[config.mk]
export PLATFORM = sky130hd
export DESIGN_NAME = ram_arbiter_flat
export DESIGN_NICKNAME = d
export VERILOG_FILES = /design/src/rtl/mem_types_pkg.sv /design/src/rtl/ram_arbiter_if.sv /design/src/rtl/ram_arbiter_watchdog.sv /design/src/rtl/ram_arbiter.sv /design/src/flat_wrapper.sv
export SDC_FILE = /design/constraint.sdc
export NUM_CORES = 1
export LEC_CHECK = 0
export ABC_AREA = 1
export ABC_CLOCK_PERIOD_IN_PS = 2000
export CAP_MARGIN = 0
export CORE_AREA = 2 2 104 106
export DETAILED_ROUTE_END_ITERATION = 6
export DIE_AREA = 0 0 106 108
export DONT_BUFFER_PORTS = 1
export PLACE_DENSITY_LB_ADDON = 0.12
export SLEW_MARGIN = 20
export SYNTH_ARGS = -nofsm -noshare
export SYNTH_HDL_FRONTEND = slang
export SYNTH_SLANG_ARGS = --single-unit
[constraint.sdc]
create_clock -name CLK -period 2 [get_ports CLK]
set_input_delay 0.4 -clock CLK [delete_from_list [all_inputs] [get_ports CLK]]
set_output_delay 0.4 -clock CLK [all_outputs]
set_load 0.02 [all_outputs]
[src/rtl/mem_types_pkg.sv]
// Shared memory-subsystem types: word width, RAM status encoding and the
// arbiter's grant states.
package mem_types_pkg;

    localparam int WORD_W = 32;

    typedef logic [WORD_W-1:0] word_t;

    typedef enum logic [1:0] {
        FREE   = 2'd0,
        BUSY   = 2'd1,
        ACCESS = 2'd2,
        ERROR  = 2'd3
    } ramstate_t;

    typedef enum logic [1:0] {
        IDLE   = 2'd0,
        IGRANT = 2'd1,
        DGRANT = 2'd2
    } arb_state_t;

    // True when the RAM has finished the access currently presented to it.
    function automatic logic ram_done(ramstate_t s);
        return (s == ACCESS);
    endfunction

endpackage

[src/rtl/ram_arbiter_if.sv]
// Requester- and RAM-side bus of the RAM arbiter. The slave modport is the
// arbiter's view; the master modport is the view of whatever surrounds it
// (requesters plus RAM).
interface ram_arbiter_if;
    import mem_types_pkg::*;

    // instruction fetch port
    logic      iREN;
    word_t     iaddr;
    logic      iwait;
    word_t     iload;
    // data port
    logic      dREN;
    logic      dWEN;
    word_t     daddr;
    word_t     dstore;
    logic      dwait;
    word_t     dload;
    // RAM side
    logic      ramREN;
    logic      ramWEN;
    word_t     ramaddr;
    word_t     ramstore;
    word_t     ramload;
    ramstate_t ramstate;

    modport slave (
        input  iREN, iaddr, dREN, dWEN, daddr, dstore, ramload, ramstate,
        output iwait, iload, dwait, dload, ramREN, ramWEN, ramaddr, ramstore
    );

    modport master (
        output iREN, iaddr, dREN, dWEN, daddr, dstore, ramload, ramstate,
        input  iwait, iload, dwait, dload, ramREN, ramWEN, ramaddr, ramstore
    );

endinterface

[src/rtl/ram_arbiter_watchdog.sv]
// Grant watchdog: counts enabled cycles since the last clear and flags the
// cycle in which the TIMEOUT-th enabled cycle occurs.
module ram_arb_watchdog #(
    parameter int TIMEOUT = 64
) (
    input  logic CLK,
    input  logic nRST,
    input  logic clear,
    input  logic enable,
    output logic expired
);

    localparam int CW = $clog2(TIMEOUT + 1);

    logic [CW-1:0] count_reg;

    // Expiry is combinational so the owner can be dropped in the same cycle.
    assign expired = enable && (count_reg == CW'(TIMEOUT - 1));

    // Cycle counter; clear wins over enable.
    always_ff @(posedge CLK or negedge nRST) begin
        if (!nRST) begin
            count_reg <= '0;
        end else if (clear) begin
            count_reg <= '0;
        end else if (enable && !expired) begin
            count_reg <= count_reg + 1'b1;
        end
    end

endmodule

[src/rtl/ram_arbiter.sv]
// RAM arbiter: sole master of the variable-latency RAM, sharing it between
// the instruction-fetch port and the data port. Data normally wins, but a
// waiting instruction fetch is forced through after MAX_D_STREAK data
// grants in a row. Address/controls of the owner are passed straight to
// the RAM until it reports ACCESS.
// Optional build macro: RAM_ARB_STATS_EN adds i_count, d_count and
// stall_cycles counters.
module ram_arbiter
    import mem_types_pkg::*;
#(
    parameter int MAX_D_STREAK = 4,
    parameter int TIMEOUT      = 64
) (
    input  logic          CLK,
    input  logic          nRST,
    ram_arbiter_if.slave  bus,
    output logic          ram_err,
    output logic          timeout
`ifdef RAM_ARB_STATS_EN
    ,
    output word_t         i_count,
    output word_t         d_count,
    output word_t         stall_cycles
`endif
);

    localparam int SW = $clog2(MAX_D_STREAK + 1);
    localparam logic [SW-1:0] STREAK_MAX = SW'(MAX_D_STREAK);

    arb_state_t    state_reg, state_next;
    logic [SW-1:0] streak_reg, streak_next;
    word_t         iload_reg, dload_reg;
    logic          timeout_reg;
    logic          err_seen_reg;

    logic granted;
    logic d_req;
    logic i_done, d_done;
    logic wd_clear, wd_en, wd_expired;

    assign granted  = (state_reg != IDLE);
    assign d_req    = bus.dREN | bus.dWEN;
    assign wd_clear = (state_reg == IDLE);
    assign wd_en    = granted && !ram_done(bus.ramstate);

    ram_arb_watchdog #(
        .TIMEOUT (TIMEOUT)
    ) u_watchdog (
        .CLK     (CLK),
        .nRST    (nRST),
        .clear   (wd_clear),
        .enable  (wd_en),
        .expired (wd_expired)
    );

    // Arbitration, RAM drive and completion detection.
    always_comb begin
        state_next   = state_reg;
        streak_next  = streak_reg;
        bus.ramREN   = 1'b0;
        bus.ramWEN   = 1'b0;
        bus.ramaddr  = '0;
        bus.ramstore = '0;
        i_done       = 1'b0;
        d_done       = 1'b0;
        case (state_reg)
            IDLE: begin
                if (d_req && !(bus.iREN && streak_reg == STREAK_MAX)) begin
                    state_next = DGRANT;
                end else if (bus.iREN) begin
                    state_next = IGRANT;
                end
            end
            IGRANT: begin
                bus.ramREN  = 1'b1;
                bus.ramaddr = bus.iaddr;
                if (!bus.iREN) begin
                    state_next = IDLE;                  // abort
                end else if (ram_done(bus.ramstate)) begin
                    i_done      = 1'b1;
                    state_next  = IDLE;
                    streak_next = '0;
                end else if (wd_expired) begin
                    state_next = IDLE;
                end
            end
            DGRANT: begin
                bus.ramREN   = bus.dREN;
                bus.ramWEN   = bus.dWEN;
                bus.ramaddr  = bus.daddr;
                bus.ramstore = bus.dstore;
                if (!d_req) begin
                    state_next = IDLE;                  // abort
                end else if (ram_done(bus.ramstate)) begin
                    d_done     = 1'b1;
                    state_next = IDLE;
                    if (!bus.iREN) begin
                        streak_next = '0;
                    end else if (streak_reg != STREAK_MAX) begin
                        streak_next = streak_reg + 1'b1;
                    end
                end else if (wd_expired) begin
                    state_next = IDLE;
                end
            end
            default: state_next = IDLE;
        endcase
    end

    // Requester-facing results: waits drop and loads bypass only on completion.
    always_comb begin
        bus.iwait = !i_done;
        bus.dwait = !d_done;
        bus.iload = i_done ? bus.ramload : iload_reg;
        bus.dload = d_done ? bus.ramload : dload_reg;
        ram_err   = granted && (bus.ramstate == ERROR) && !err_seen_reg;
        timeout   = timeout_reg;
    end

    // State, streak, held loads, sticky timeout and ERROR edge history.
    always_ff @(posedge CLK or negedge nRST) begin
        if (!nRST) begin
            state_reg    <= IDLE;
            streak_reg   <= '0;
            iload_reg    <= '0;
            dload_reg    <= '0;
            timeout_reg  <= 1'b0;
            err_seen_reg <= 1'b0;
        end else begin
            state_reg    <= state_next;
            streak_reg   <= streak_next;
            if (i_done) iload_reg <= bus.ramload;
            if (d_done) dload_reg <= bus.ramload;
            timeout_reg  <= timeout_reg | wd_expired;
            err_seen_reg <= granted && (bus.ramstate == ERROR);
        end
    end

`ifdef RAM_ARB_STATS_EN
    word_t i_count_reg, d_count_reg, stall_reg;
    logic  stalled;

    assign stalled      = (bus.iREN && !i_done) || (d_req && !d_done);
    assign i_count      = i_count_reg;
    assign d_count      = d_count_reg;
    assign stall_cycles = stall_reg;

    // Free-running, wrapping statistics counters.
    always_ff @(posedge CLK or negedge nRST) begin
        if (!nRST) begin
            i_count_reg <= '0;
            d_count_reg <= '0;
            stall_reg   <= '0;
        end else begin
            i_count_reg <= i_count_reg + WORD_W'(i_done);
            d_count_reg <= d_count_reg + WORD_W'(d_done);
            stall_reg   <= stall_reg + WORD_W'(stalled);
        end
    end
`endif

endmodule

[src/flat_wrapper.sv]
// flat-port wrapper written by rule: the top's interface ports become plain ports
module ram_arbiter_flat import mem_types_pkg::*;
#(
    parameter int MAX_D_STREAK = 4,
    parameter int TIMEOUT      = 64
)
  (CLK, nRST, ram_err, timeout, bus_iREN, bus_iaddr, bus_dREN, bus_dWEN, bus_daddr, bus_dstore, bus_ramload, bus_ramstate, bus_iwait, bus_iload, bus_dwait, bus_dload, bus_ramREN, bus_ramWEN, bus_ramaddr, bus_ramstore);
  ram_arbiter_if bus_i ();
  input  logic CLK;
  input  logic nRST;
  output logic ram_err;
  output logic timeout;
  input wire logic [$bits(bus_i.iREN)-1:0] bus_iREN;
  input wire logic [$bits(bus_i.iaddr)-1:0] bus_iaddr;
  input wire logic [$bits(bus_i.dREN)-1:0] bus_dREN;
  input wire logic [$bits(bus_i.dWEN)-1:0] bus_dWEN;
  input wire logic [$bits(bus_i.daddr)-1:0] bus_daddr;
  input wire logic [$bits(bus_i.dstore)-1:0] bus_dstore;
  input wire logic [$bits(bus_i.ramload)-1:0] bus_ramload;
  input wire logic [$bits(bus_i.ramstate)-1:0] bus_ramstate;
  output wire logic [$bits(bus_i.iwait)-1:0] bus_iwait;
  output wire logic [$bits(bus_i.iload)-1:0] bus_iload;
  output wire logic [$bits(bus_i.dwait)-1:0] bus_dwait;
  output wire logic [$bits(bus_i.dload)-1:0] bus_dload;
  output wire logic [$bits(bus_i.ramREN)-1:0] bus_ramREN;
  output wire logic [$bits(bus_i.ramWEN)-1:0] bus_ramWEN;
  output wire logic [$bits(bus_i.ramaddr)-1:0] bus_ramaddr;
  output wire logic [$bits(bus_i.ramstore)-1:0] bus_ramstore;
  assign bus_i.iREN = bus_iREN;
  assign bus_i.iaddr = bus_iaddr;
  assign bus_i.dREN = bus_dREN;
  assign bus_i.dWEN = bus_dWEN;
  assign bus_i.daddr = bus_daddr;
  assign bus_i.dstore = bus_dstore;
  assign bus_i.ramload = bus_ramload;
  assign bus_i.ramstate = bus_ramstate;
  assign bus_iwait = bus_i.iwait;
  assign bus_iload = bus_i.iload;
  assign bus_dwait = bus_i.dwait;
  assign bus_dload = bus_i.dload;
  assign bus_ramREN = bus_i.ramREN;
  assign bus_ramWEN = bus_i.ramWEN;
  assign bus_ramaddr = bus_i.ramaddr;
  assign bus_ramstore = bus_i.ramstore;
  ram_arbiter #(.MAX_D_STREAK(MAX_D_STREAK), .TIMEOUT(TIMEOUT)) u_core (.CLK(CLK), .nRST(nRST), .bus(bus_i), .ram_err(ram_err), .timeout(timeout));
endmodule
# [Word level (Yosys, flattened, before mapping)]
# Index checks and enable logic that the tools add are counted.
[totals] register_bits=78 inputBits=135 word_cells=69 output_inout_bits=134
[classes] add_sub_neg=2 muxes=27 n_eq_ne=13 reduce_logical=18 bitwise_logic=2
[ops] op="2-to-1 mux 32 bit" count=3
[ops] op="one-hot mux 32 bit (2 select lines)" count=1
[ops] op="2-to-1 mux 3 bit" count=6
[ops] op="2-to-1 mux 7 bit" count=2
[ops] op="2-to-1 mux 2 bit" count=6
[ops] op="adder 7 x 1 -> 7 bit (second input constant)" count=1
[ops] op="equality test 7 x 6 -> 1 bit (second input constant)" count=1
[ops] op="logical AND 1 bit" count=7
[ops] op="equality test 2 bit (second input constant)" count=3
[ops] op="zero test 1 bit" count=6
[ops] op="2-to-1 mux 1 bit" count=6
[ops] op="!= test 2 x 1 -> 1 bit (second input constant)" count=3
[ops] op="!= test 3 x 2 -> 1 bit (second input constant)" count=2
[ops] op="one-hot mux 2 bit (3 select lines)" count=1
[ops] op="one-hot mux 3 bit (2 select lines)" count=1
[ops] op="AND reduction 6 bit" count=1
[ops] op="nonzero test 2 bit" count=3
[ops] op="adder 3 x 1 -> 3 bit (second input constant)" count=1
[ops] op="equality test 3 bit (second input constant)" count=1
[ops] op="!= test 3 bit (second input constant)" count=1
[ops] op="equality test 2 x 1 -> 1 bit (second input constant)" count=1
[ops] op="zero test 2 bit" count=1
[ops] op="!= test 2 bit (second input constant)" count=1
[ops] op="bitwise OR 1 bit" count=2
[ops] op="one-hot mux 1 bit (2 select lines)" count=1

# [Depth between registers and ports, before layout]
[depth] ltp_word=8 ltp_mapped=10 mapped_depth_nobuf=10

# [Cells and area by module]
# Synthesis repeated with hierarchy kept, for this count alone.
[hier_totals] hier_cells=565 hier_area_um2=4329.2
[by_module_without_submodules] mod="ram_arbiter" cells_per_inst=496 seq_area_each_um2=1776.7 area_per_inst_um2=3846.2 instances=1
[by_module_without_submodules] mod="ram_arb_watchdog" cells_per_inst=69 seq_area_each_um2=175.2 area_per_inst_um2=483.0 instances=1

# [Worst setup path before layout]
# OpenSTA, ideal clock, no wires.
[synth_timing] kind="reg2out" start="register u_core.state_reg[1]" end="output port bus_iload[12]" arrival_time_ns=1.664 setup_slack_ns=-0.064 path_buffers=3 stages_incl_launch_ff=8 required_ns=1.600 path_cell_list="dfrtp_1 inv_1 ha_1 buf_2 nand3_1 buf_2 buf_6 o21ai_0"
[synth_via] elab_chain_len=3
[synth_rtl] item="start, declared" line_no="ram_arbiter.sv:30" source="arb_state_t state_reg, state_next;"
[synth_rtl] item="start signal, assigned" line_no="ram_arbiter.sv:130" source="state_reg <= state_next;"
[synth_rtl] item="equality test 2 x 1 -> 1 bit" line_no="ram_arbiter.sv:66" source="case (state_reg)"
[synth_rtl] item="2-to-1 mux 1 bit" line_no="ram_arbiter.sv:66"
[synth_rtl] item="2-to-1 mux 32 bit" line_no="ram_arbiter.sv:114" source="bus.iload = i_done ? bus.ramload : iload_reg;"
[synth_rtl] item="end, declared" line_no="flat_wrapper.sv:22" source="output wire logic [$bits(bus_i.iload)-1:0] bus_iload;"
# Every way passes these cells.

# [Worst setup path after layout]
[layout_timing] start="register u_core.state_reg[0]" end="output port bus_dload[12]"
[layout_via] elab_chain_len=3
[layout_rtl] item="equality test 2 bit" line_no="ram_arbiter.sv:66"
[layout_rtl] item="2-to-1 mux 1 bit" line_no="ram_arbiter.sv:66"
[layout_rtl] item="2-to-1 mux 32 bit" line_no="ram_arbiter.sv:115" source="bus.dload = d_done ? bus.ramload : dload_reg;"
[layout_rtl] item="end, declared" line_no="flat_wrapper.sv:24" source="output wire logic [$bits(bus_i.dload)-1:0] bus_dload;"
# Every way passes these cells.

==> impl_metrics.json <==
{
  "syn_avg_cell_area_um2": 7.45,
  "initial_utilization_pct": 39.0,
  "drtIter0Drc": 228,
  "dr.pass1.iters": 5,
  "final.period_utilization_pct": 108,
  "grt_pass1_wl_mm": 19.5,
  "dieArea_mm2": 0.0114,
  "power_per_cell_area_mw_per_mm2": 1650,
  "ant_nets": 0,
  "cap_violations": 0,
  "max_freq_ghz": 0.464,
  "worstPathArrival_ns": 1.75,
  "cts.reportedPaths.clkPinSlew_ns": 0.08,
  "yosysWarnings": 0,
  "final-hold-violation-count": 78,
  "drive_gt1_share_pct": 33.3,
  "yosysTopAreaCell": "dfrtp_1",
  "die_w_um": 106,
  "wl_per_cell_um": 17.8,
  "rows": 37,
  "grt-ovfl-total": 0,
  "syn_area_mm2": 0.00400,
  "drc": 0,
  "detail_route.vias_per_cell": 5.03,
  "synth.distinct_cells": 26,
  "finalSetupViolCount": 97,
  "ios": 269,
  "ys_seq_elements": 78,
  "path_max_fanout": 6,
  "worstMarginPinSlew_ns": 0.356,
  "track_usage_pct": 22.2,
  "worst_slack_ns": -0.153,
  "num_vias": 3890,
  "die_h_um": 108,
  "drt-total-wl_mm": 13.8,
  "start_kind": "register",
  "final-max-slew-violation-count": 0,
  "hp-class": "primary input to async pin",
  "skew_ns": 0.00353,
  "clk_latency_ns": 0.35,
  "holdWs_ns": -0.266,
  "cp_slowest_cell": "dfrtp_1",
  "critical-path-max-stage-delay_ns": 0.39,
  "netlist.area_leader.share_pct": 48.9,
  "synth.top_cells.by_area": "dfrtp_1, nand2_1, inv_1, o21ai_0, a21oi_1",
  "cts_buffers": 9,
  "path_class": "register to primary output",
  "routabilityCongestion": 0.797,
  "required_ns": 1.60,
  "violations": "negative hold slack, negative setup slack",
  "crit_path_start": "u_core.state_reg[0]",
  "worst-path-buf-inv": 4,
  "peakVddDrop_mv": 0.931,
  "core_area_mm2": 0.0102,
  "dpl_cell_area_mm2": 0.00482,
  "rsz0062_at_grt": "yes",
  "crit_family": "buffers and inverters",
  "grt_pass1_vias": 3845,
  "grt_max_degree": 79,
  "cts_root_buf": "clkbuf_8",
  "clockBufferDepth": 2,
  "worstSetupEndpointType": "primary output",
  "rr_startpoint": "u_core.state_reg[0]",
  "io_buffers": 0,
  "area_growth_pct": 48.2,
  "final_nets": 772,
  "synth_cells": 536,
  "status": "complete, but fails checks",
  "slew_headroom_pct": 76.0,
  "p_total_mw": 9.75,
  "min_period_ns": 2.15,
  "seq_area_frac_synth_pct": 48.9,
  "h-tree-depth": 3,
  "final_area_mm2": 0.00592,
  "clock-sinks": 78,
  "syn-num-nets": 678,
  "dp_hpwl_mm": 9.16,
  "crit_chain": "inv_2 > ha_4 > nand3_4 > buf_12 > clkbuf_16 > o21ai_4 > buf_6",
  "p_leak_nw": 3.06,
  "antenna_found_initial": 4,
  "tritoncts": "done"
}
what timing repair did:
action | in CTS | in global routing
resized for setup | 73 | 106
pin swaps | 1 | 1
gates cloned | 3 | 6
buffers inserted | 3 | 1
setup endpoints to repair | 132 | 127
endpoints found under the hold margin | 78 | 78
layout make-up:
class,instances,area (um^2)
clock inverters,4,48.8
diodes,4,10.0
well taps,136,170
fillers,890,4310
multi-input cells,342,2060
flip-flops and latches,78,1950
repair buffers,112,1220
clock buffers,10,138
inverters,87,327
per-layer routing:
layer | wire (um) | track usage, % | vias to the layer above
met5 | 0 | 0 | -
met4 | 414 | 9.96 | 0
met3 | 1220 | 7.96 | 20
met2 | 7020 | 39.2 | 174
met1 | 5130 | 24.1 | 1856
li1 | - | - | 1840
synth_stat cells:
cell type / instances
nand2_4: 1
o21ai_4: 1
inv_2: 2
nor4_1: 1
clkbuf_1: 7
o21ai_0: 48
nand2_2: 1
ha_1: 7
nor2_1: 6
inv_1: 85
buf_6: 2
nand2_1: 194
buf_4: 7
nand4_1: 1
buf_2: 10
buf_1: 3
o21ai_1: 25
nor2_2: 1
nor3_1: 1
o22ai_1: 1
xnor2_1: 1
nand3_1: 12
xor2_1: 2
a21oi_1: 38
dfrtp_1: 78
nand3_2: 1
worst paths after layout:
check / endpoint / slack, ns / cells past startpoint
worst max-delay path: bus_dload[12] / -0.15 / 7
worst min-delay path: u_core.iload_reg[21] / -0.27 / 0
worst max register to register: u_core.streak_reg[0] / 0.32 / 8
worst min register to register: u_core.iload_reg[11] / 0.50 / 2
max in group asynchronous: u_core.dload_reg[13] / 2.14 / 0
min in group CLK: u_core.err_seen_reg / 0.19 / 2
metrics by stage:
step | setup slack (ns) | std cells | setup TNS, ns | utilization [%] | hold WS, ns
floorplan | -0.0640 | 536 | -0.640 | - | 0.104
global placement | 0.0993 | 742 | 0 | 47.1 | 0.107
detailed placement | 0.0733 | 742 | 0 | 47.1 | 0.107
CTS | -0.142 | 762 | -9.67 | 52.5 | -0.287
global route | -0.237 | 773 | -17.12 | 57.9 | -0.290
finish | -0.153 | 773 | -8.16 | 57.9 | -0.266
cells by family after synthesis:
| logic type | Yosys count | share of synthesized area [%] |
|---|---|---|
| buffers and inverters | 116 | 12.2 |
| AOI/OAI and AO/OA | 113 | 14.5 |
| xor gates and xnor gates | 3 | 0.658 |
| and+or+nand+nor | 219 | 21.6 |
| adders and majority gates | 7 | 2.19 |
| DFF | 78 | 48.9 |
cells in the final DEF (no fill, tap or decap), drive strengths merged, types with 7 or more instances in the layout:
cell type,n
dfrtp,78
nor2,7
nand3,13
clkbuf,15
ha,7
nand2,196
buf,107
inv,87
a21oi,38
o21ai,74
where the power goes:
| part | switching (mW) | total (mW) | leakage, nW | internal, mW |
|---|---|---|---|---|
| registers | 0.284 | 2.49 | 1.00 | 2.21 |
| clock network | 0.576 | 1.17 | 0.0980 | 0.595 |
| logic | 3.71 | 6.09 | 1.96 | 2.38 |
| total | 4.57 | 9.75 | 3.06 | 5.18 |
No activity file was read; power rests on OpenSTA's default activity.
